--- src/rtl/deserial.sv ---
// deserial: LSB-first strobed serial-to-parallel converter with word resync
// and a first-word-fall-through output FIFO with a sticky overflow flag.
module deserial #(
    parameter int p_width = 8,
    parameter int p_depth = 4
) (
    input  logic                         i_clk,
    input  logic                         i_rst,
    input  logic                         i_val,
    input  logic                         i_stp,
    input  logic                         i_syn,
    input  logic                         i_rdy,
    output logic [p_width-1:0]           o_val,
    output logic                         o_vld,
    output logic [$clog2(p_depth+1)-1:0] o_cnt,
    output logic                         o_ovf
);
    localparam int l_bw = $clog2(p_width);
    localparam int l_aw = $clog2(p_depth);
    localparam int l_cw = $clog2(p_depth + 1);
    localparam logic [l_bw-1:0] l_last = l_bw'(p_width - 1);
    localparam logic [l_cw-1:0] l_full = l_cw'(p_depth);

    logic [p_width-1:0] l_shf, l_word;
    logic [p_width-1:0] l_mem [p_depth];
    logic [l_bw-1:0]    l_bit, l_bit_nx;
    logic [l_aw-1:0]    l_rp, l_wp;
    logic [l_cw-1:0]    l_cnt_nx;
    logic               l_done, l_pop, l_acc;

    always_comb begin
        l_word   = {i_val, l_shf[p_width-1:1]};
        l_done   = i_stp && !i_syn && l_bit == l_last;
        l_pop    = o_vld && i_rdy;
        l_acc    = l_done && (o_cnt != l_full || l_pop);
        l_bit_nx = i_syn ? (i_stp ? l_bw'(1) : '0)
                 : i_stp ? (l_bit == l_last ? '0 : l_bit + 1'b1) : l_bit;
        l_cnt_nx = o_cnt + l_cw'(l_acc) - l_cw'(l_pop);
    end

    always_ff @(posedge i_clk) begin
        if (i_rst) begin
            l_shf <= '0;
            l_bit <= '0;
            l_rp  <= '0;
            l_wp  <= '0;
            o_cnt <= '0;
            o_vld <= 1'b0;
            o_ovf <= 1'b0;
        end else begin
            if (i_stp) l_shf <= l_word;
            l_bit <= l_bit_nx;
            if (l_acc) l_wp <= l_wp + 1'b1;
            if (l_pop) l_rp <= l_rp + 1'b1;
            o_cnt <= l_cnt_nx;
            o_vld <= l_cnt_nx != '0;
            if (l_done && !l_acc) o_ovf <= 1'b1;
        end
    end

    // Storage is deliberately left unreset; o_val is masked by o_vld instead.
    always_ff @(posedge i_clk) begin
        if (!i_rst && l_acc) l_mem[l_wp] <= l_word;
    end

    assign o_val = o_vld ? l_mem[l_rp] : '0;
endmodule

--- config.mk ---
export PLATFORM = sky130hd
export DESIGN_NAME = deserial
export DESIGN_NICKNAME = d
export VERILOG_FILES = /design/src/rtl/deserial.sv
export SDC_FILE = /design/constraint.sdc
export NUM_CORES = 1
export LEC_CHECK = 0
export CAP_MARGIN = 20
export CORE_MARGIN = 3
export CORE_UTILIZATION = 60
export CTS_CLUSTER_SIZE = 12
export DETAILED_ROUTE_END_ITERATION = 8
export PLACE_DENSITY_LB_ADDON = 0.1
export SYNTH_ARGS = -nofsm -noshare
export SYNTH_HDL_FRONTEND = slang
export SYNTH_SLANG_ARGS = --single-unit
--- constraint.sdc ---
create_clock -name i_clk -period 4.4 [get_ports i_clk]
set_clock_uncertainty 0.05 [all_clocks]
set_input_delay 0.88 -clock i_clk [delete_from_list [all_inputs] [get_ports i_clk]]
set_output_delay 0.88 -clock i_clk [all_outputs]
set_load 0.1 [all_outputs]
Yosys cells after proc, flatten, opt, wreduce, memory -nomap -nowiden:

Memories as Yosys holds them, arrays and structs flattened. A register that Yosys moved wholly into a read port is not among the register bits.
Index checks and enable logic that the tools add are counted.

* add/subtract/negate cells: 5
* $mul: 0
* divide/modulo/power cells: 0
* $lt $le $gt $ge: 0
* equal/unequal tests: 2
* shift operators: 0
* mux-type cells: 9
* bitwise logic cells: 0
* reduce and logical (&&, ||, !) cells: 12

Operators with widths (count)
* 2-to-1 mux 3 bit: 3
* 2-to-1 mux 8 bit: 1
* logical AND 1 bit: 6
* adder 2 x 1 -> 2 bit (second input constant): 2
* 2-to-1 mux 2 bit: 2
* adder 3 x 1 -> 3 bit: 1
* adder 3 x 1 -> 3 bit (second input constant): 1
* equality test 3 bit (second input constant): 1
* zero test 1 bit: 3
* 2-to-1 mux 1 bit: 3
* != test 3 bit (second input constant): 1
* nonzero test 3 bit: 1
* subtractor 3 x 1 -> 3 bit: 1
* nonzero test 2 bit: 1
* logical OR 1 bit: 1

* register bits after elaboration: 20
* bits in latches: 0
* bits in writable memories: 32
* memory bits (read-only): 0
* bits of input ports: 6
* output and inout port bits: 13
* logic and storage cells: 36
* memories: 1

Memories
* l_mem: depth 4, bits a word 8, rd ports 1, clocked after memory_dff 1, write ports 1, line 25 `logic [p_width-1:0] l_mem [p_depth];`

Depth between registers and ports, before layout:

Gate-level depths: netlist of run 1.

* depth after elaboration: 7
* depth in mapped cells: 10
* gate-level depth less buffers: 10

Worst setup path before layout of run 1:

OpenSTA, ideal clock, no wires.

* path type: register to output
* from: register o_vld
* to: output port o_val[0]
* data arrival time: 2.034 ns
* data required time: 3.470 ns
* path slack: 1.436 ns
* cell stages (with the launch flop): 3
* buffers on the path: 1
* cells stage by stage: dfxtp_1 > clkbuf_1 > and2_1

* cells in the longest elaborated chain, start to end: 1

RTL lines
* from (decl): line 14 `output logic o_vld,`
* from (signal assigned): line 48 `o_vld <= 1'b0;`
* from (signal assigned): line 56 `o_vld <= l_cnt_nx != '0;`
* 2-to-1 mux 8 bit: line 66 `assign o_val = o_vld ? l_mem[l_rp] : '0;`
* to (decl): line 13 `output logic [p_width-1:0] o_val,`

No other way between the ends.

==> key figures, run 1 <==
Clock tree
  • Post-CTS sizing: 0
  • CTS H-tree depth: 2
  • Clk root buf: clkbuf_4
  • CTS tree: yes
  • Hold bufs inserted after CTS: 0
  • Clock Latency Late Sink: 0.36 ns
  • CTS Buf Count: 5
  • Clock-pin slew on the worst setup and hold paths: 0.14 ns
  • CTS Buffer Depth: 2
  • Post-CTS Setup Bufs: 0
  • Clk sink count: 53

Floorplanning
  • Die height: 65.6 µm
  • Die width: approximately 66 µm
  • CORE AREA: approximately 3400 µm²
  • Initial core utilization: a little over three fifths
  • Die area: 4300 µm²
  • Cell Rows: 21
  • IO Pins: 19

Setup path
  • Max Fanout on Critical Path: 8
  • Critical path type: reg2out
  • CP Data Required Time: ~3.5 ns
  • Slowest stage delay, CP: 0.96 ns
  • Worst path slowest cell: clkdlybuf4s50_1
  • CP top delay family: buffers and inverters
  • Critical path launch point type: flop
  • CP cell instances: mux4_2 > and2_1 > clkdlybuf4s50_1
  • WP buf/inv: 1
  • Setup crit end kind: primary output
  • Worst Path Arrival: about 2.8 ns

Routing
  • Drt pass-1 iters: 4
  • Routed WL: 3.31 mm
  • Vias per inst: 5.41
  • Drc violations: 0
  • Avg WL per Cell: 15.9 µm
  • Antenna Nets Post-Route: 0
  • Detailed Route Iter0 Violations: 49
  • Via count: about 1100

Timing
  • Sum of negative setup slack: 0 ns
  • Setup violations, final: 0
  • Crit share post-route: 83.6%
  • Tmin final: 3.68 ns
  • Worst slew pin tran: 0.970 ns
  • F_max: 272 MHz
  • Final hold slack: approximately 0.47 ns
  • Final Hold Violating Endpoints: 0
  • Pins over their slew limit: 0
  • Relative slew slack: 35.2%
  • Unrepaired setup endpoints after global routing: no

Placement
  • Gpl congestion: roughly 0.69
  • Detailed placer's ending HPWL: between 2 and 2.5 mm
  • Port bufs: 18
  • DP Cell Count: 200

Cells and area
  • Non-Filler Instances: 208
  • N_diodes: 0
  • Nets: around 180
  • P&R area growth vs syn: 12.4%
  • Most frequent cells in the layout: edfxtp_1 (32), dfxtp_1 (21), clkdlybuf4s50_1 (18), nor2_1 (16), and2_1 (12)
  • Fraction of layout cells with a size suffix above 1: 12.3%
  • Most common cell after layout, fill and taps aside: edfxtp_1
  • Filler cells: roughly 250

Worst hold path
  • Hold Path Class: reg2reg

Synth
  • Mapped Avg Cell Area: ~15 µm²
  • Cell count after synthesis: around 140
  • Synth Warn #: 0
  • Mapped Nets: 156
  • Area of the mapped netlist: 2130 µm²
  • FF+latch count, synth: 53
  • Synth unique cells: 30
  • Seq/Total Area, Yosys: about 65%

Outcome
  • Status: completed

Global route
  • First-pass GRT wire length: 5.80 mm
  • GR Util All Layers: 18.7%
  • Grt ovf: 0
  • Vias in the first global route: 1191
  • Antenna violations before repair: 0
  • Largest net degree at the start of global routing: 24

Power and ir drop
  • Worst VDD drop: approximately 0.54 mV
  • LEAKAGE: 0.818 nW
  • PwrDens: 532 nW/µm²

Job
  • Max-cap viol count: 0
metal layers:
layer	wire length [µm]	vias to the layer above	track usage (%)
li1	-	548	-
met1	1400	549	23.0
met2	1740	23	32.7
met3	123	5	3.59
met4	46	0	6.99
met5	0	-	0
power by group:
group	leakage [nW]	switching [W]	internal [W]	total, W
Combinational	0.353	0.000332	0.000139	0.000471
Sequential	0.441	0.0000480	0.000545	0.000593
Clock	0.0234	0.000148	0.0000619	0.000210
worst paths after layout:
check,slack (ns),depth (start not counted),startpoint,endpoint
setup / recovery,0.72,3,flop,o_val[6]
hold reg to reg,0.47,2,o_ovf,o_ovf
hold / removal,0.47,2,o_ovf,o_ovf
setup reg to reg,1.93,10,l_bit[0],o_vld
through the flow:
| stage | power, W | area [µm²] | setup slack [ns] | utilization (%) |
|---|---|---|---|---|
| 2_1_floorplan | 0.000979 | 2130 | 1.44 | - |
| 3_3_place_gp | 0.00107 | 2340 | 0.906 | 68.9 |
| 3_5_place_dp | 0.00108 | 2340 | 0.775 | 68.9 |
| 4_1_cts | 0.00128 | 2400 | 0.654 | 70.7 |
| 5_1_grt | 0.00133 | 2400 | 0.546 | 70.7 |
| 6_report | 0.00127 | 2400 | 0.723 | 70.7 |
tightest hold or removal path, delay by kind of cell (launching register included):
| family | cells | cell delay (ns) |
|---|---|---|
| simple gates | 1 | 0.09 |
| compound gates | 1 | 0.04 |
| flops | 1 | 0.36 |
sequential cells by signal (all words and copies together), names as in the netlist, named ones only:
signal,count
l_rp,2
l_mem,32
o_ovf,1
l_wp,2
l_shf,7
o_cnt,3
o_vld,1
l_bit,3
synth_stat cells:
library cell  instances  share of area, %
nor2b_1               3              0.88
dfxtp_1              21                20
a21oi_2               1              0.41
buf_2                 2              0.47
nand2_1               2              0.35
buf_6                 1              0.53
a31oi_1               1              0.29
clkbuf_1              2              0.35
mux4_2                8               8.5
inv_1                 4              0.70
nand3b_1              1              0.35
buf_1                 1              0.18
a2bb2oi_1             1              0.41
mux2_2                1              0.53
a211oi_1              1              0.35
a21bo_2               1              0.47
xnor2_1               3               1.2
a211oi_2              1              0.59
edfxtp_1             32                45
and2_1               12               3.5
xor2_1                2              0.82
fa_1                  1              0.94
nor3_1                2              0.47
and3b_1               1              0.41
nand3_1               2              0.47
nand2b_1              2              0.59
ha_1                  7               4.1
mux2i_1               9               4.2
nor2_1               16               2.8
a21oi_1               1              0.23
cell type report:
class	count	area [µm²]	share of cell area (%)
Sequential cell	53	1380	57.6
Clock inverter	3	22.5	0.940
Clock buffer	5	37.5	1.57
Multi-Input combinational cell	79	702	29.3
Timing Repair Buffer	18	180	7.52
Tap cell	46	57.6	2.40
Inverter	4	15.0	0.627
cells by family (layout without fill, tap and decap cells):
family                     after synthesis  count (layout)  synth area share, %
adders and majority gates                8               8                 5.05
buffers and inverters                   10              30                 2.23
DFF                                     53              53                 64.8
muxes                                   18              18                 13.2
and+or+nand+nor                         41              41                 9.87
AOI/OAI and AO/OA                        7               7                 2.76
xor gates and xnor gates                 5               5                 2.06
Note: power is estimated with default switching activity, not from simulation.
==> run 2, diff against run 1 <==
--- a/config.mk
+++ b/config.mk
@@ -7,7 +7,7 @@
 export LEC_CHECK = 0
 export CAP_MARGIN = 20
 export CORE_MARGIN = 3
-export CORE_UTILIZATION = 60
+export CORE_UTILIZATION = 50
 export CTS_CLUSTER_SIZE = 12
 export DETAILED_ROUTE_END_ITERATION = 8
 export PLACE_DENSITY_LB_ADDON = 0.1
==> constraint.sdc (replaced) <==
create_clock -name i_clk -period 3 [get_ports i_clk]
set_clock_uncertainty 0.05 [all_clocks]
set_input_delay 0.6 -clock i_clk [delete_from_list [all_inputs] [get_ports i_clk]]
set_output_delay 0.6 -clock i_clk [all_outputs]
set_load 0.1 [all_outputs]
==> run 2 against run 1 <==
  * Count of clock-buffer cells in the layout grew 1
  * Sequential power grew 47%
  * Clock power grew 76%
  * Die area grew 18%
  * Power grew 50%
  * Core utilization shrank 11 points
  * Combinational power grew 42%
  * Hold slack lost 0.017 ns
  * Global-route usage shrank 4.5 points
  * Cell area grew 0.73%
  * Critical path type unchanged
  * Largest cell class unchanged
==> key figures, run 2 (synthesized netlist as in run 1, its figures left out) <==
Clock tree
  • CTS Buffer Depth: 2
  • Clock Latency Late Sink: 0.30 ns
  • CTS H-tree depth: 2
  • Hold bufs inserted after CTS: 0
  • Clk root buf: clkbuf_8
  • Clk sink count: 53
  • Post-CTS Setup Bufs: 0
  • CTS Buf Count: 5
  • CTS tree: yes
  • Post-CTS sizing: 0
  • Clock-pin slew on the worst setup and hold paths: 0.09 ns

Timing
  • Sum of negative setup slack: 0 ns
  • Relative slew slack: between 60 and 70%
  • Setup violations, final: 0
  • Worst slew pin tran: between 0.5 and 0.6 ns
  • F_max: 386 MHz
  • Tmin final: about 2.6 ns
  • Pins over their slew limit: 0
  • Final Hold Violating Endpoints: 0
  • Crit share post-route: between 80% and 90%
  • Unrepaired setup endpoints after global routing: no
  • Post-route setup slack: 0.412 ns

Job
  • Max-cap viol count: 0

Routing
  • Detailed Route Iter0 Violations: 60
  • Routed WL: 3.31 mm
  • Vias per inst: between 5 and 6
  • Avg WL per Cell: 15.4 µm
  • Via count: 1119
  • Drc violations: 0
  • Drt pass-1 iters: 4
  • Antenna Nets Post-Route: 0

Global route
  • Antenna violations before repair: 0
  • Grt ovf: 0
  • GR Util All Layers: 14.2%
  • Vias in the first global route: 1112
  • First-pass GRT wire length: 5.41 mm
  • Largest net degree at the start of global routing: 23

Floorplanning
  • Die area: 5080 µm²
  • Die width: 71.3 µm
  • Cell Rows: 23
  • CORE AREA: about 4100 µm²
  • IO Pins: 19
  • Initial core utilization: 52.5%
  • Die height: about 71 µm

Power and ir drop
  • Sequential power share: 45.6%
  • Worst VDD drop: ~0.77 mV
  • Share of total power in combinational logic: 35.0%
  • Clock Power Share: 19.4%
  • Switch share: 40.0%
  • PwrDens: 793 nW/µm²
  • Internal Power: 0.00115 W
  • LEAKAGE: 0.876 nW
  • Switching pwr: 0.000766 W

Cells and area
  • Max reg flops: 32
  • Biggest regs: l_mem (32), l_shf (7)
  • N_diodes: 0
  • Reg with most FFs: l_mem
  • Nets: 178
  • Most frequent cells in the layout: edfxtp_1 (32), dfxtp_1 (21), nor2_1 (16), buf_4 (16), and2_1 (12)
  • Fraction of layout cells with a size suffix above 1: a little over a fifth
  • Most common cell after layout, fill and taps aside: edfxtp_1
  • P&R area growth vs syn: 13.3%

Placement
  • Detailed placer's ending HPWL: roughly 2.3 mm
  • Worst-case setup slack after placement: between 0.09 and 0.1 ns
  • Gpl congestion: 0.673
  • Port bufs: 18

Outcome
  • Status: completed

Setup path
  • Critical path launch point type: flop
  • Worst Path Arrival: 1.94 ns
  • Max Fanout on Critical Path: 8
  • Critical path type: reg2out
  • CP Data Required Time: 2.35 ns
  • Setup crit end kind: primary output

Worst hold path
  • Hold Path Class: reg2reg
run 2: cell count changes in the layout (fill, tap and decap cells not counted):
| cell | previous run | this run |
|---|---|---|
| clkbuf_1 | 0 | 1 |
| clkinvlp_4 | 3 | 0 |
| clkinv_2 | 0 | 2 |
| clkbuf_8 | 0 | 5 |
| clkdlybuf4s50_1 | 18 | 5 |
| buf_4 | 0 | 16 |
| clkbuf_4 | 5 | 0 |
run 2: layer usage:
metal  up-vias  global-route usage (%)  routed length (µm)
li1        555                       -                   -
met1       533                    16.7                1420
met2        25                    25.1                1680
met3         6                    3.79                 172
met4         0                    5.01                  44
met5         -                       0                   0
run 2: final cells by class:
cell class              instances  area, µm²
flip-flops and latches         53       1380
clock buffers                   6       72.6
clock inverters                 2       10.0
multi-input cells              79        702
fillers                       326       1640
well taps                      50       62.6
inverters                       4       15.0
repair buffers                 21        170
run 2: power groups by stage:
stage,clock network [W],logic (W),registers [W]
floorplan,0,0.000452,0.000984
global placement,0,0.000668,0.000888
detailed placement,0,0.000675,0.000893
CTS,0.000386,0.000676,0.000877
global route,0.000409,0.000700,0.000884
finish,0.000370,0.000670,0.000873
run 2: worst paths after layout:
| check | from | end | slack, ns | depth (start not counted) |
|---|---|---|---|---|
| worst max register to register | l_bit[0] | o_vld | 0.65 | 10 |
| worst min register to register | o_ovf | o_ovf | 0.45 | 2 |
| worst max-delay path | flop | o_val[2] | 0.41 | 3 |
| worst min-delay path | o_ovf | o_ovf | 0.45 | 2 |
run 2: worst max-delay path: stages (launching register included):
cell and delay, ns:
dfxtp_1 0.68, mux4_2 0.56, and2_1 0.16, buf_4 0.23
run 2: through the flow:
stage | power [W] | area (µm²) | util (%) | hold WS (ns) | instances
final | 0.00191 | 2410 | 59.5 | 0.449 | 215
after global placement | 0.00156 | 2330 | 57.4 | 0.417 | 207
after floorplan | 0.00144 | 2130 | - | 0.409 | 142
after CTS | 0.00194 | 2410 | 59.5 | 0.443 | 215
after detailed placement | 0.00157 | 2330 | 57.4 | 0.413 | 207
after global routing | 0.00199 | 2410 | 59.5 | 0.466 | 215
